`config.mk`:
```
export PLATFORM = sky130hd
export DESIGN_NAME = mvu_core_share_arbiter
export DESIGN_NICKNAME = d
export VERILOG_FILES = /design/src/rtl/mvu_core_share_arbiter.sv
export SDC_FILE = /design/constraint.sdc
export NUM_CORES = 1
export LEC_CHECK = 0
export CAP_MARGIN = 0
export CORE_MARGIN = 3
export CORE_UTILIZATION = 25
export CTS_BUF_LIST = sky130_fd_sc_hd__clkbuf_8 sky130_fd_sc_hd__clkbuf_16
export DETAILED_ROUTE_END_ITERATION = 8
export GPL_ROUTABILITY_DRIVEN = 1
export GPL_TIMING_DRIVEN = 0
export PLACE_DENSITY = 0.6
export SETUP_SLACK_MARGIN = 0.05
export SLEW_MARGIN = 10
export SYNTH_ARGS = -nofsm -noshare
export SYNTH_HDL_FRONTEND = slang
export SYNTH_SLANG_ARGS = --single-unit
```
`constraint.sdc`:
```
create_clock -name clk2x -period 6.3 [get_ports clk2x]
set_input_delay 1.26 -clock clk2x [delete_from_list [all_inputs] [get_ports clk2x]]
set_output_delay 1.26 -clock clk2x [all_outputs]
set_load 0.005 [all_outputs]
```
`src/rtl/mvu_core_share_arbiter.sv`:
```
// Shares one MVU/VVU compute core between two requesters, round-robin at block granularity.
// A tag FIFO records block ownership in issue order and steers each core result to its owner.
module mvu_core_share_arbiter #(
    parameter int D_BITS    = 16,
    parameter int P_BITS    = 32,
    parameter int TAG_DEPTH = 4
) (
    input  logic              clk2x,
    input  logic              rst,

    input  logic [D_BITS-1:0] s0_tdata,
    input  logic              s0_tlast,
    input  logic              s0_tvalid,
    output logic              s0_tready,

    input  logic [D_BITS-1:0] s1_tdata,
    input  logic              s1_tlast,
    input  logic              s1_tvalid,
    output logic              s1_tready,

    output logic              core_en,
    output logic              core_last,
    output logic              core_zero,
    output logic [D_BITS-1:0] core_dat,
    input  logic              core_vld,
    input  logic [P_BITS-1:0] core_p,

    output logic [P_BITS-1:0] m0_tdata,
    output logic              m0_tvalid,
    input  logic              m0_tready,

    output logic [P_BITS-1:0] m1_tdata,
    output logic              m1_tvalid,
    input  logic              m1_tready,

    output logic              err
);

    localparam int AW = (TAG_DEPTH > 1) ? $clog2(TAG_DEPTH) : 1;
    localparam logic [AW:0] FULL_CNT = (AW+1)'(TAG_DEPTH);

    localparam logic [1:0] IDLE  = 2'd0;
    localparam logic [1:0] LOCK0 = 2'd1;
    localparam logic [1:0] LOCK1 = 2'd2;

    logic [1:0]           r_state;
    logic                 r_rr;
    logic [TAG_DEPTH-1:0] r_tag;
    logic [AW-1:0]        r_wp;
    logic [AW-1:0]        r_rp;
    logic [AW:0]          r_cnt;
    logic [P_BITS-1:0]    r_out0;
    logic [P_BITS-1:0]    r_out1;
    logic                 r_ov0;
    logic                 r_ov1;
    logic                 r_err;

    logic                 w_empty;
    logic                 w_full;
    logic                 w_head;
    logic                 w_head_vld;
    logic                 w_gv;
    logic                 w_g;
    logic                 w_sg_valid;
    logic                 w_sg_last;
    logic [D_BITS-1:0]    w_sg_data;
    logic                 w_sg_ready;
    logic                 w_acc;
    logic                 w_push;
    logic                 w_pop;

    assign w_empty    = (r_cnt == '0);
    assign w_full     = (r_cnt == FULL_CNT);
    assign w_head     = r_tag[r_rp];
    assign w_head_vld = w_head ? r_ov1 : r_ov0;

    // Stall only when a real result would overwrite a result still waiting for its consumer.
    assign core_en = !(core_vld && !w_empty && w_head_vld);

    always_comb begin
        w_gv = 1'b0;
        w_g  = 1'b0;
        case (r_state)
            LOCK0: begin
                w_gv = 1'b1;
                w_g  = 1'b0;
            end
            LOCK1: begin
                w_gv = 1'b1;
                w_g  = 1'b1;
            end
            default: begin
                if (s0_tvalid && s1_tvalid) begin
                    w_gv = 1'b1;
                    w_g  = r_rr;
                end else if (s0_tvalid) begin
                    w_gv = 1'b1;
                    w_g  = 1'b0;
                end else if (s1_tvalid) begin
                    w_gv = 1'b1;
                    w_g  = 1'b1;
                end
            end
        endcase
    end

    assign w_sg_valid = w_g ? s1_tvalid : s0_tvalid;
    assign w_sg_last  = w_g ? s1_tlast  : s0_tlast;
    assign w_sg_data  = w_g ? s1_tdata  : s0_tdata;

    assign w_sg_ready = w_gv && core_en && (!w_sg_last || !w_full);
    assign s0_tready  = w_sg_ready && !w_g;
    assign s1_tready  = w_sg_ready && w_g;

    assign w_acc     = w_sg_valid && w_sg_ready;
    assign core_dat  = w_sg_data;
    assign core_zero = !w_acc;
    assign core_last = w_acc && w_sg_last;

    assign w_push = w_acc && w_sg_last;
    assign w_pop  = core_vld && core_en && !w_empty;

    always_ff @(posedge clk2x) begin
        if (rst) begin
            r_state <= IDLE;
            r_rr    <= 1'b0;
        end else if (w_acc) begin
            if (w_sg_last) begin
                r_state <= IDLE;
                r_rr    <= !w_g;
            end else begin
                r_state <= w_g ? LOCK1 : LOCK0;
            end
        end
    end

    always_ff @(posedge clk2x) begin
        if (rst) begin
            r_tag <= '0;
            r_wp  <= '0;
            r_rp  <= '0;
            r_cnt <= '0;
        end else begin
            if (w_push) begin
                r_tag[r_wp] <= w_g;
                r_wp        <= r_wp + 1'b1;
            end
            if (w_pop) begin
                r_rp <= r_rp + 1'b1;
            end
            case ({w_push, w_pop})
                2'b10:   r_cnt <= r_cnt + 1'b1;
                2'b01:   r_cnt <= r_cnt - 1'b1;
                default: r_cnt <= r_cnt;
            endcase
        end
    end

    always_ff @(posedge clk2x) begin
        if (rst) begin
            r_out0 <= '0;
            r_out1 <= '0;
            r_ov0  <= 1'b0;
            r_ov1  <= 1'b0;
            r_err  <= 1'b0;
        end else begin
            // A reload wins over the consumer's handshake in the same cycle.
            if (w_pop && !w_head) begin
                r_out0 <= core_p;
                r_ov0  <= 1'b1;
            end else if (m0_tready) begin
                r_ov0  <= 1'b0;
            end
            if (w_pop && w_head) begin
                r_out1 <= core_p;
                r_ov1  <= 1'b1;
            end else if (m1_tready) begin
                r_ov1  <= 1'b0;
            end
            if (core_vld && w_empty) begin
                r_err <= 1'b1;
            end
        end
    end

    assign m0_tdata  = r_out0;
    assign m0_tvalid = r_ov0;
    assign m1_tdata  = r_out1;
    assign m1_tvalid = r_ov1;
    assign err       = r_err;

endmodule

```
After elaboration in Yosys (flattened, before gate mapping)
Index checks and enable logic that the tools add are counted.

word-level totals
  bits of input ports = 73
  logic and storage cells = 75
  flip-flop bits (word level) = 81

operators by class
  eq/ne operators = 5
  muxes and demuxes = 23
  reduce and logical (&&, ||, !) cells = 29
  add/sub/neg operators = 4
  magnitude comparators = 3

operator list
  operator                                             number
  two-way mux 16 bit                                   1
  logical AND 1 bit                                    15
  two-way mux 1 bit                                    15
  logical NOT 1 bit                                    7
  < comparator 2 x 3 -> 1 bit, second input constant   2
  case mux 3 bit (2 select lines)                      1
  nonzero test 2 bit                                   3
  adder 2 x 1 -> 2 bit, second input constant          2
  bitwise mux 4 bit                                    1
  == test 2 x 1 -> 1 bit, second input constant        2
  == test 2 bit, second input constant                 2
  two-way mux 2 bit                                    2
  adder 3 x 1 -> 3 bit, second input constant          1
  == test 3 bit, second input constant                 1
  logical NOT 3 bit                                    1
  subtractor 3 x 1 -> 3 bit, second input constant     1
  binary-select mux 1 bit (select 2 bit)               1
  demux 1 bit (select 2 bit)                           1
  >= comparator 2 x 1 -> 1 bit, second input constant  1
  case mux 1 bit (2 select lines)                      1
  AND reduction 2 bit                                  1
  OR reduction 2 bit                                   1
  logical OR 1 bit                                     1

Depth between registers and ports, before layout
  word-level depth = 12
  gate-level depth with buffers = 15
  depth with buffers taken out = 13

Worst setup path before layout
Ideal clock, no wire load.

  path type = in2reg
  from = input port s0_tvalid
  to = register r_cnt[2]
  path buffers = 2
  cell stages on the path = 13
  slack = 2.561 ns
  required time = 6.230 ns
  arrival time = 3.668 ns
  library setup time = 0.070 ns
  cell sequence = nor2b_1 > o21a_1 > clkbuf_1 > mux2_1 > and3_1 > buf_2 > inv_1 > ha_1 > inv_1 > fa_1 > xor2_1 > or3_1 > a21oi_1

on the way
  longest elaborated chain between the ends = 11
  elaborated cells between the ends (all ways) = 19
  classes of those cells = eq/ne (2); mux (9); reduce/logical (8)

ends and longest elaborated chain
  item                                                                   line    RTL
  from (decl)                                                            13      input logic s0_tvalid,
  two-way mux 1 bit or logical AND 1 bit (tied branches)                 96, 93
  two-way mux 1 bit                                                      93      if (s0_tvalid && s1_tvalid) begin
  case mux 1 bit (2 select lines)                                        83      case (r_state)
  two-way mux 1 bit                                                      108     assign w_sg_last = w_g ? s1_tlast : s0_tlast;
  logical NOT 1 bit                                                      111     assign w_sg_ready = w_gv && core_en && (!w_sg_last || !w_full);
  logical OR 1 bit                                                       111
  logical AND 1 bit                                                      111
  logical AND 1 bit                                                      115     assign w_acc = w_sg_valid && w_sg_ready;
  logical AND 1 bit *                                                    --
  net core_last                                                          22      output logic core_last,
  == test 2 x 1 -> 1 bit or == test 2 bit (tied branches)                151     case ({w_push, w_pop})
  case mux 3 bit (2 select lines) or nonzero test 2 bit (tied branches)  --
  to (signal assigned)                                                   152     2'b10: r_cnt <= r_cnt + 1'b1;
  to (signal assigned)                                                   153     2'b01: r_cnt <= r_cnt - 1'b1;
  to (signal assigned)                                                   154     default: r_cnt <= r_cnt;
  to (decl)                                                              51      logic [AW:0] r_cnt;

The timed path passes the listed nets; every way through them passes the cells marked *.
A chain may end at the register's enable or synchronous reset.

Final worst setup path
  from = input port s0_tvalid
  to = output port core_last

on the way
  longest elaborated chain between the ends = 9
  elaborated cells between the ends (all ways) = 15
  classes of those cells = mux (8); reduce/logical (7)

ends and longest elaborated chain
  item                                                    line    RTL
  two-way mux 1 bit or logical AND 1 bit (tied branches)  96, 93
  two-way mux 1 bit                                       93
  case mux 1 bit (2 select lines)                         83
  two-way mux 1 bit                                       108
  logical NOT 1 bit                                       111
  logical OR 1 bit                                        111
  logical AND 1 bit                                       111
  logical AND 1 bit                                       115
  logical AND 1 bit *                                     118     assign core_last = w_acc && w_sg_last;
  to (decl)                                               22

Every way passes the cells marked *; elsewhere a longest branch is shown, timed or not.

==> results.yml <==
timing:
  max_freq_ghz: 0.201
  hold_viol_final: 0
  worst_pin_slew_ps: 897
  finalSetupViolCount: 0
  rsz0062_at_grt: "false"
  setup_tns_ps: 0
  clock-skew-final_ps: 7.11
  drv_slew: 0
  fin_hold_ws_ps: 452
  slew_headroom: 0.397
  fin_crit_sh: 0.790
  period_needed_ps: 4980
logic_synthesis:
  ys_ff_latch: 81
  synth_nets: 520
  netlist.area_leader.share: 0.483
  netlist_top_cells_area: "dfxtp_1, nand2_1, a21oi_1, clkbuf_1, ha_1"
  synth-edff-count: 0
  syn_avg_cell_area_um2: 7.62
  synth_async_sr_flop_share: 0
  yosys_warnings: 0
  synth.distinct_cells: 37
  yosysSeqAreaShare: 0.483
  synth_cells: 440
  synthesis.area_um2: 3350
  yosysTopAreaCell: "dfxtp_1"
  synthFlopType: "dfxtp_1"
worst_setup_path:
  crit_fanout: 9
  path_class: "input pin to output port"
  crit_slowest_cell: "clkdlybuf4s50_1"
  crit_path_start: "s0_tvalid"
  cpPeakStageDelay_ps: 540
  r2r_start: "r_state[0]"
  crit_path_cell_trace: "clkdlybuf4s50_1, nor2b_1, o21a_1, clkbuf_1, mux2_1, and3_1, buf_2, clkdlybuf4s50_1"
  cp_data_arrival_time_ps: 3720
  crit_family: "buffers and inverters"
  crit_top_cell: "clkdlybuf4s50_1"
  crit_buf_inv: 4
  worstPathRequired_ps: 5040
  crit_path_start_kind: "input pin"
  crit_path_end_kind: "output port"
floorplanning:
  io_pins: 161
  chipWidth_um: 122
  initial_core_util: 0.261
  fp.dieArea_um2: 14800
  core-area_um2: 12900
  die_h_um: 122
  num_rows: 41
global_route:
  grt_pass1_vias: 3525
  grt_use_total: 0.150
  antenna_found_initial: 0
  grt_max_degree: 14
  grt-ovfl-total: 0
  grt_pass1_wl_um: 17900
placed_design:
  port_buffers: 160
  hpwlAfterDp_um: 8600
  place_congestion: 0.785
cts:
  cts_tree: "yes"
  cts_made_buffers: 9
  hold_buffers: 0
  clk_latency_ps: 320
  cts_buffer_depth: 2
  clock-sinks: 81
  cts_resized: 0
  path_clk_slew_ps: 50
  htreeDepth: 3
  post-cts-setup-buffers: 0
  cts_root_buffer: "clkbuf_16"
power:
  power_mw: 1.81
  ir_drop_v: 0.000153
  power.density_nw_per_um2: 327
  leakage_nw: 1.99
worst_hold_path:
  holdCritStartpoint: "m0_tdata[14]"
  hold_class: "register to register"
outcome:
  run_status: "completed"
finish:
  antennaDiodeCount: 0
  drive_gt1_frac: 0.0407
  nNetsFinal: 691
  layout_common_cells: "nand2_1, clkdlybuf4s50_1, dfxtp_1"
  area_growth_pct: 64.8
  final_common_cell: "nand2_1"
route:
  route.detailed.drc: 0
  antenna_left: 0
  routed_wl_um: 10900
  dr.pass1.iters: 4
  vias_per_cell: 4.39
  num_vias: 3457
  wl_per_cell_um: 13.8
  drt-initial-drc-count: 180
flow_run:
  cap_violations: 0
worst register-to-register path, stage by stage (launching register included):
cell	delay (ps)
dfxtp_1	300
inv_1	50
ha_1	320
nand2b_1	160
o21a_1	130
clkbuf_1	280
mux2_1	490
and3_1	200
buf_2	150
inv_1	60
ha_1	180
inv_1	60
fa_1	380
xor2_1	160
or3_1	300
a21oi_1	150
path summary, 6_finish.rpt:
| kind | slack [ps] | cells after the start | to |
|---|---|---|---|
| setup reg to reg | 2860 | 15 | r_cnt[2] |
| hold / removal | 450 | 2 | m0_tdata[14] |
| setup / recovery | 1320 | 8 | core_last |
| hold reg to reg | 450 | 2 | m0_tdata[14] |
area by class of cell:
cell class,instances,area [um^2]
inverter,8,30.0
clock inverter,6,133
fill,1294,7350
buffer,29,118
timing repair buffer,160,1600
tap,172,215
multi-input combinational,322,1590
sequential,81,1620
clock buffer,9,225
metrics by stage:
stage	cell area (um^2)	util	cells	worst slack (ps)
after floorplan	3350	-	440	2560
after global placement	5170	0.402	772	1430
after detailed placement	5170	0.402	772	1320
after CTS	5530	0.429	787	1310
after global routing	5530	0.429	787	1210
final	5530	0.429	787	1320
kinds of logic (layout without fill, tap and decap cells):
family / count (synthesis) / after routing / share of synthesized area
simple gates: 214 / 214 / 0.258
mux: 4 / 4 / 0.0164
flops: 81 / 81 / 0.483
fa+ha+maj: 7 / 7 / 0.0283
compound gates: 93 / 93 / 0.160
buf+inv: 37 / 212 / 0.0440
xor+xnor: 4 / 4 / 0.0104
synth_stat cells, types with 4 or more instances:
cell        n
inv_1       8
buf_2       4
dfxtp_1    81
ha_1        6
nor2_1      8
a311oi_1    5
clkbuf_1   24
a21oi_1    72
nor3_1      7
a41oi_1     5
nand2_1   180
layer usage:
| layer | track usage | wire length [um] |
|---|---|---|
| met2 | 0.256 | 5450 |
| met5 | 0 | 0 |
| met3 | 0.0306 | 494 |
| met4 | 0.0378 | 117 |
| met1 | 0.194 | 4840 |
flip-flops by register name (all words and copies together) (netlist names), 2 cells and up:
signal,cells
m0_tdata,32
m1_tdata,32
r_tag,4
r_cnt,3
r_rp,2
r_state,2
r_wp,2
power breakdown:
part / internal (mW) / total, mW / switching (mW)
clock: 0.424 / 0.624 / 0.200
sequential: 0.588 / 0.639 / 0.0504
combinational: 0.282 / 0.547 / 0.265
total: 1.29 / 1.81 / 0.515
Power figures use the tool's default switching activity.
